File: src/rtl/cache_ctrl_fsm.sv
// cache_ctrl_fsm: direct-mapped cache controller FSM (CPU req in, cache w/wsel/rsel/word_idx + mem strobe/mrw out, hit/miss stats)
module cache_ctrl_fsm #(
  parameter int MEM_LAT = 4,
  parameter int LINE_WORDS = 4,
  parameter int WRITE_ALLOC = 0,
  parameter int CNT_W = 16,
  localparam int IW = (LINE_WORDS > 1) ? $clog2(LINE_WORDS) : 1,
  localparam int CW = $clog2(MEM_LAT + 1)
) (
  input  logic             clk,
  input  logic             reset,
  input  logic             strobe,
  input  logic             rw,
  input  logic [IW-1:0]    req_word,
  input  logic             match,
  input  logic             valid,
  output logic             rdy,
  output logic             busy,
  output logic             w,
  output logic             wsel,
  output logic             rsel,
  output logic             mstrobe,
  output logic             mrw,
  output logic [IW-1:0]    word_idx,
  output logic [CNT_W-1:0] hit_cnt,
  output logic [CNT_W-1:0] miss_cnt
);
  typedef enum logic [3:0] {
    IDLE, LOOKUP, RD_MISS, RD_MEM, FILL, RD_DATA, WR_MEM, WR_WAIT, WR_ALLOC, WR_MERGE, WR_DATA
  } state_t;
  state_t state, state_n;
  logic [CW-1:0] cnt, cnt_n;
  logic [IW-1:0] fidx, fidx_n, req_q, req_n;
  logic rw_q, rw_n, hit_q, hit_n, last;
  assign last = fidx == IW'(LINE_WORDS - 1);
  always_comb begin
    state_n = state;
    cnt_n = cnt;
    fidx_n = fidx;
    req_n = req_q;
    rw_n = rw_q;
    hit_n = hit_q;
    case (state)
      IDLE: if (strobe) begin
        state_n = LOOKUP;
        rw_n = rw;
        req_n = req_word;
      end
      LOOKUP: begin
        hit_n = match & valid;
        state_n = rw_q ? WR_MEM : hit_n ? RD_DATA : RD_MISS;
      end
      RD_MISS, WR_MEM, WR_ALLOC: begin
        cnt_n = CW'(MEM_LAT);
        state_n = (state == WR_MEM) ? WR_WAIT : RD_MEM;
      end
      RD_MEM, WR_WAIT: begin
        cnt_n = cnt - CW'(cnt != '0);
        if (cnt <= CW'(1))
          state_n = (state == RD_MEM) ? FILL : (!hit_q && WRITE_ALLOC != 0) ? WR_ALLOC : WR_DATA;
      end
      FILL: begin
        fidx_n = last ? '0 : fidx + IW'(1);
        if (last) state_n = rw_q ? WR_MERGE : RD_DATA;
      end
      WR_MERGE: state_n = WR_DATA;
      default: state_n = IDLE;
    endcase
  end
  always_ff @(posedge clk) begin
    if (reset) begin
      state <= IDLE;
      cnt <= '0;
      fidx <= '0;
      req_q <= '0;
      rw_q <= 1'b0;
      hit_q <= 1'b0;
      {rdy, busy, w, wsel, rsel, mstrobe, mrw} <= '0;
      word_idx <= '0;
      hit_cnt <= '0;
      miss_cnt <= '0;
    end else begin
      state <= state_n;
      cnt <= cnt_n;
      fidx <= fidx_n;
      req_q <= req_n;
      rw_q <= rw_n;
      hit_q <= hit_n;
      rdy <= state_n == RD_DATA || state_n == WR_DATA;
      busy <= state_n != IDLE;
      w <= state_n == FILL || state_n == WR_MERGE || (state_n == WR_MEM && hit_n);
      wsel <= state_n == FILL;
      rsel <= state_n == RD_DATA && !hit_n;
      mstrobe <= state_n inside {RD_MISS, WR_MEM, WR_ALLOC};
      mrw <= state_n == WR_MEM;
      word_idx <= (state_n == FILL) ? fidx_n : (state_n == WR_MEM || state_n == WR_MERGE) ? req_n : '0;
      if (state == LOOKUP && hit_n) hit_cnt <= hit_cnt + CNT_W'(hit_cnt != '1);
      if (state == LOOKUP && !hit_n) miss_cnt <= miss_cnt + CNT_W'(miss_cnt != '1);
    end
  end
endmodule
File: config.mk
export PLATFORM = sky130hd
export DESIGN_NAME = cache_ctrl_fsm
export DESIGN_NICKNAME = d
export VERILOG_FILES = /design/src/rtl/cache_ctrl_fsm.sv
export SDC_FILE = /design/constraint.sdc
export NUM_CORES = 1
export LEC_CHECK = 0
export BUFFER_PORTS_ARGS = -buffer_cell sky130_fd_sc_hd__buf_2
export CAP_MARGIN = 20
export CORE_MARGIN = 3
export CORE_UTILIZATION = 40
export DETAILED_ROUTE_END_ITERATION = 10
export PLACE_DENSITY = 0.74
export SYNTH_ARGS = -nofsm -noshare
export SYNTH_HDL_FRONTEND = slang
export SYNTH_SLANG_ARGS = --single-unit
File: constraint.sdc
create_clock -name clk -period 2.2 [get_ports clk]
set_input_delay 0.33 -clock clk [delete_from_list [all_inputs] [get_ports clk]]
set_output_delay 0.33 -clock clk [all_outputs]
set_load 0.02 [all_outputs]
======== Word level (Yosys, flattened, before mapping) ========
Cells that the tools add are included.
Widths: inputs -> output; s select.
operators by class
  $add $sub $neg .......................... 4
  magnitude comparators ................... 1
  equality and inequality tests ........... 18
  multiplexer cells ....................... 17
  bitwise gates (word level) .............. 1
  reduce and logical (&&, ||, !) cells .... 17
operators with widths
  cell                  number
  $add 16x1->16         2
  $ne 16x16->1 const B  2
  $eq 4x3->1 const B    6
  $pmux 4 s6            1
  $eq 4x4->1 const B    5
  $mux 4                5
  $eq 4x2->1 const B    3
  $mux 2                6
  $mux 3                3
  $pmux 3 s2            1
  $reduce_bool 3->1     2
  $eq 4x1->1 const B    1
  $logic_and 1x1->1     4
  $logic_not 4->1       1
  $logic_or 1x1->1      4
  $reduce_bool 4->1     1
  $le 3x1->1 const B    1
  $reduce_or 3->1       1
  $sub 3x1->3           1
  $add 2x1->2 const B   1
  $eq 2x2->1 const B    1
  $reduce_and 2->1      1
  $reduce_bool 2->1     1
  $reduce_or 2->1       1
  other kinds (3)       3
word-level totals
  bits in registers ....................... 54
  input bits .............................. 8
  output and inout port bits .............. 41
  word-level logic and storage cells ...... 74

======== Depth between registers and ports, before layout ========
  depth in word-level cells ............... 8
  mapped depth ............................ 12
  mapped depth without buffers ............ 11

======== Worst setup path after synthesis ========
No wires, ideal clock.
  path type ............................... reg-to-reg
  start point ............................. reg hit_cnt[4]
  end point ............................... reg hit_cnt[12]
  setup time .............................. 0.128 ns
  arrival time ............................ 2.461 ns
  data required time ...................... 2.072 ns
  slack ................................... -0.389 ns
  stages on the path, launching flop included .. 11
  buffers on the path ..................... 1
  clock period less this slack ............ 2.589 ns
  path through ............................ dfxtp_1 > nand3_1 > or2_2 > clkbuf_1 > or4_1 > ha_1 > ha_1 > nand4_1 > nor4_1 > xnor2_1 > nor2_1
between the ends
  word-level cells in the longest chain between the ends .. 2
RTL lines
  item                    line  RTL
  start, declared         25    output logic [CNT_W-1:0] hit_cnt,
  start signal, assigned  97    if (state == LOOKUP && hit_n) hit_cnt <= hit_cnt + CNT_W'(hit_cnt != '1);
  $ne 16x16->1            97
  $add 16x1->16 (*)       97
Mark *: on every way between the ends. The rest lies on a longest branch, timed or not.
A chain may end at the register's enable or synchronous reset.

======== Worst setup path after layout ========
  start point ............................. reg hit_cnt[11]
  end point ............................... reg hit_cnt[12]
The elaborated chain is that of the path after synthesis.

==> summary.txt <==
Run status
  • Outcome: complete, but fails checks
  • Failing checks: setup timing

Worst setup path
  • Worst path max stage delay: 530 ps
  • Crit start category: flop
  • Setup crit start: hit_cnt[11]
  • Reg2Reg Setup Slack: -20 ps
  • RR Endpoint: hit_cnt[12]
  • Worst setup path end: hit_cnt[12]
  • CP arrival: 2400 ps
  • Critical path peak fanout: 7
  • CP cell instances: nand4_1 > or2_4 > or4_4 > ha_4 > ha_4 > nand4_1 > buf_12 > nor4_2 > xnor2_1 > nor2_1
  • Crit path capture type: flop
  • Req. time, crit path: 2380 ps
  • Slowest stage cell on the critical path: or4_4
  • WS Path Type: flop to flop
  • Reg-to-Reg Start: hit_cnt[11]
  • Cells on worst reg2reg path: 10

Finish
  • Nets: 384
  • Final instance area: 3300 sq um
  • Most frequent cells in the layout: 48 x nor2_1, 48 x buf_2, 36 x dfxtp_1
  • P&R area growth vs syn: 32.6%
  • Ant. Diodes: 0
  • Share of layout cells above drive strength 1: 0.360
  • Finished Layout Cells: 444

Floorplan
  • Die X: 84.9 um
  • DIE HEIGHT: 84.9 um
  • Number of placed I/O pins: 49
  • Initial cell density of the core: 0.416
  • Core area: 5990 sq um
  • # rows: 28
  • Full die area: 7210 sq um

CTS
  • CTS tree: done
  • Reg clk slew, reported paths: 90 ps
  • Number of buffers created by CTS: 5
  • Clock Path Buffers: 2
  • Hold_buf cts: 0
  • Root Buffer: clkbuf_8
  • CTS HTree Levels: 2
  • Worst-Skew Late Latency: 310 ps
  • Num Clock Sinks: 54

Routing
  • Via-per-instance ratio: 5.17
  • 1st-pass router iterations: 4
  • Routed via count: 2297
  • DR WL/cell: 13.1 um
  • Antenna-violating nets left: 0
  • Routed WL: 5.83 mm
  • Starting DRC count in detailed routing: 81
  • DR DRC count: 0

STA
  • Fin Clk Skew: 5.87 ps
  • Hold slack: 254 ps
  • Max Fclk: 451 MHz
  • Max-slew violation count: 0
  • Finish-stage setup viols: 2
  • Least-Margin Pin Slew: 607 ps
  • Final Hold Viols: 0
  • PnR worst setup slack: -18.1 ps
  • Final period util: 1.01
  • Setup TNS: -20.0 ps
  • Slew HR: 0.596
  • RSZ-0062 raised after global routing: yes
  • Fin crit period: 2220 ps

Synthesis
  • Post-synthesis instance area: 2490 sq um
  • Sequential share of the synthesized area: 0.434
  • Syn. warnings: 0
  • Syn_nets: 308
  • Fraction of registers with async set/reset: 0
  • Post-Syn Instances: 292
  • Primary FF master, synth: dfxtp_1
  • Avg Cell Area, Syn: 8.53 sq um
  • EDFF count, synth: 0
  • Yosys reg bits: 54
  • Distinct cells, synth: 44

Power
  • NetSw: 536 uW
  • Clock power share: 0.288
  • Sequential share of power: 0.542
  • Maximum VDD drop: 0.000429 V
  • Internal power: 1360 uW
  • Switching part of the total power: 0.283
  • Comb pwr share: 0.170
  • Static Leak: 0.00135 uW
  • PwrDens: 574 nW/um^2

Placement
  • Port-buffer cells: 48
  • Worst slack, placed: -36.1 ps
  • Routability congestion estimate: 0.833
  • DP Area: 3140 sq um
  • Placed Instances: 431
  • Detailed placer's ending HPWL: 4.26 mm

Global routing
  • Number of global-route vias before repair: 2151
  • Grt total ovfl: 0
  • Pin count of the biggest net entering global routing: 36
  • Initial antenna violation count: 0
  • First-pass GRT wire length: 9.74 mm
  • Tot GR Track Use: 0.166

Flow run
  • Max-Cap Viols: 0

Worst hold path
  • Worst min-delay path class: input port to flop
cells by family (layout without fill, tap and decap cells):
kind of cell,Yosys count,after routing,share of synthesized area
multiplexers,8,8,0.0322
adder cells (fa/ha/maj),8,8,0.0402
AND/OR/NAND/NOR,138,138,0.285
flip-flops,54,54,0.434
XOR/XNOR,24,24,0.0844
AO/OA/AOI/OAI,35,35,0.0849
buffers and inverters,25,102,0.0392
flip-flops by register name, indices dropped and copies added, names as in the netlist, 2 cells and up:
signal and count:
state 4, req_q 2, miss_cnt 16, hit_cnt 16, cnt 3, fidx 2
word_idx 2
power by group through the flow:
| stage | clock, uW | sequential, uW | combinational, uW |
|---|---|---|---|
| finish | 545 | 1030 | 323 |
| global route | 596 | 1030 | 359 |
| detailed placement | 0 | 1050 | 312 |
| global placement | 0 | 1050 | 307 |
| CTS | 556 | 1030 | 316 |
| floorplan | 0 | 1070 | 194 |
routing by layer:
metal	track usage	routed length [um]	vias up
met5	0	0	-
met4	0.0417	48	0
met3	0.0447	290	5
met2	0.280	2880	47
met1	0.211	2600	1080
li1	-	-	1165
Yosys cell counts (2+ instances only):
cell type | number | area (sq um)
a21oi_1 | 13 | 65.1
a31oi_1 | 2 | 12.5
a41oi_1 | 2 | 17.5
and2_1 | 3 | 18.8
and3_1 | 2 | 12.5
buf_2 | 2 | 10.0
clkbuf_1 | 11 | 41.3
dfxtp_1 | 54 | 1080
ha_1 | 8 | 100
inv_1 | 11 | 41.3
mux2i_1 | 8 | 80.1
nand2_1 | 20 | 75.1
nand3_1 | 12 | 60.1
nand3b_1 | 4 | 30.0
nand4_1 | 10 | 62.6
nor2_1 | 48 | 180
nor2b_1 | 2 | 12.5
nor3_1 | 9 | 45.0
nor3b_1 | 2 | 15.0
nor4_1 | 6 | 37.5
o21ai_0 | 9 | 45.0
o32ai_1 | 2 | 17.5
or2_2 | 2 | 12.5
or3_1 | 7 | 43.8
or4_1 | 2 | 15.0
xnor2_1 | 12 | 105
xor2_1 | 12 | 105
worst min path at each step:
stage | startpoint | to | slack [ps] | depth (start not counted)
after floorplan | hit_q | hit_q | 450 | 2
after global placement | hit_q | hit_q | 460 | 2
after detailed placement | hit_q | hit_q | 470 | 2
after CTS | rw | rw_q | 250 | 3
after global routing | req_word[1] | req_q[1] | 290 | 3
final | rw | rw_q | 250 | 3
per-stage QoR:
stage,power [uW],util
2_1_floorplan,1260,-
3_3_place_gp,1350,0.523
3_5_place_dp,1360,0.523
4_1_cts,1900,0.541
5_1_grt,1990,0.551
6_report,1890,0.551
what timing repair did:
action / in CTS / in global routing
setup endpoints to repair: 5 / 14
buffers inserted: 0 / 5
resized for setup: 4 / 6
pin swaps: 4 / 8
endpoints found under the hold margin: 0 / 0
cell type report:
class | instances | area, sq um
multi-input cells | 213 | 1440
flip-flops and latches | 54 | 1130
well taps | 75 | 93.8
repair buffers | 83 | 515
clock inverters | 3 | 15.0
inverters | 11 | 41.3
fillers | 564 | 2690
clock buffers | 5 | 68.8
worst max-delay path, delay by kind of cell (launching register included):
kind / cells / cell delay, ps
buffers and inverters: 1 / 130
DFF: 1 / 350
xor gates and xnor gates: 1 / 160
adders and majority gates: 2 / 340
and+or+nand+nor: 6 / 1110
Note: power is estimated with default switching activity, not from simulation.
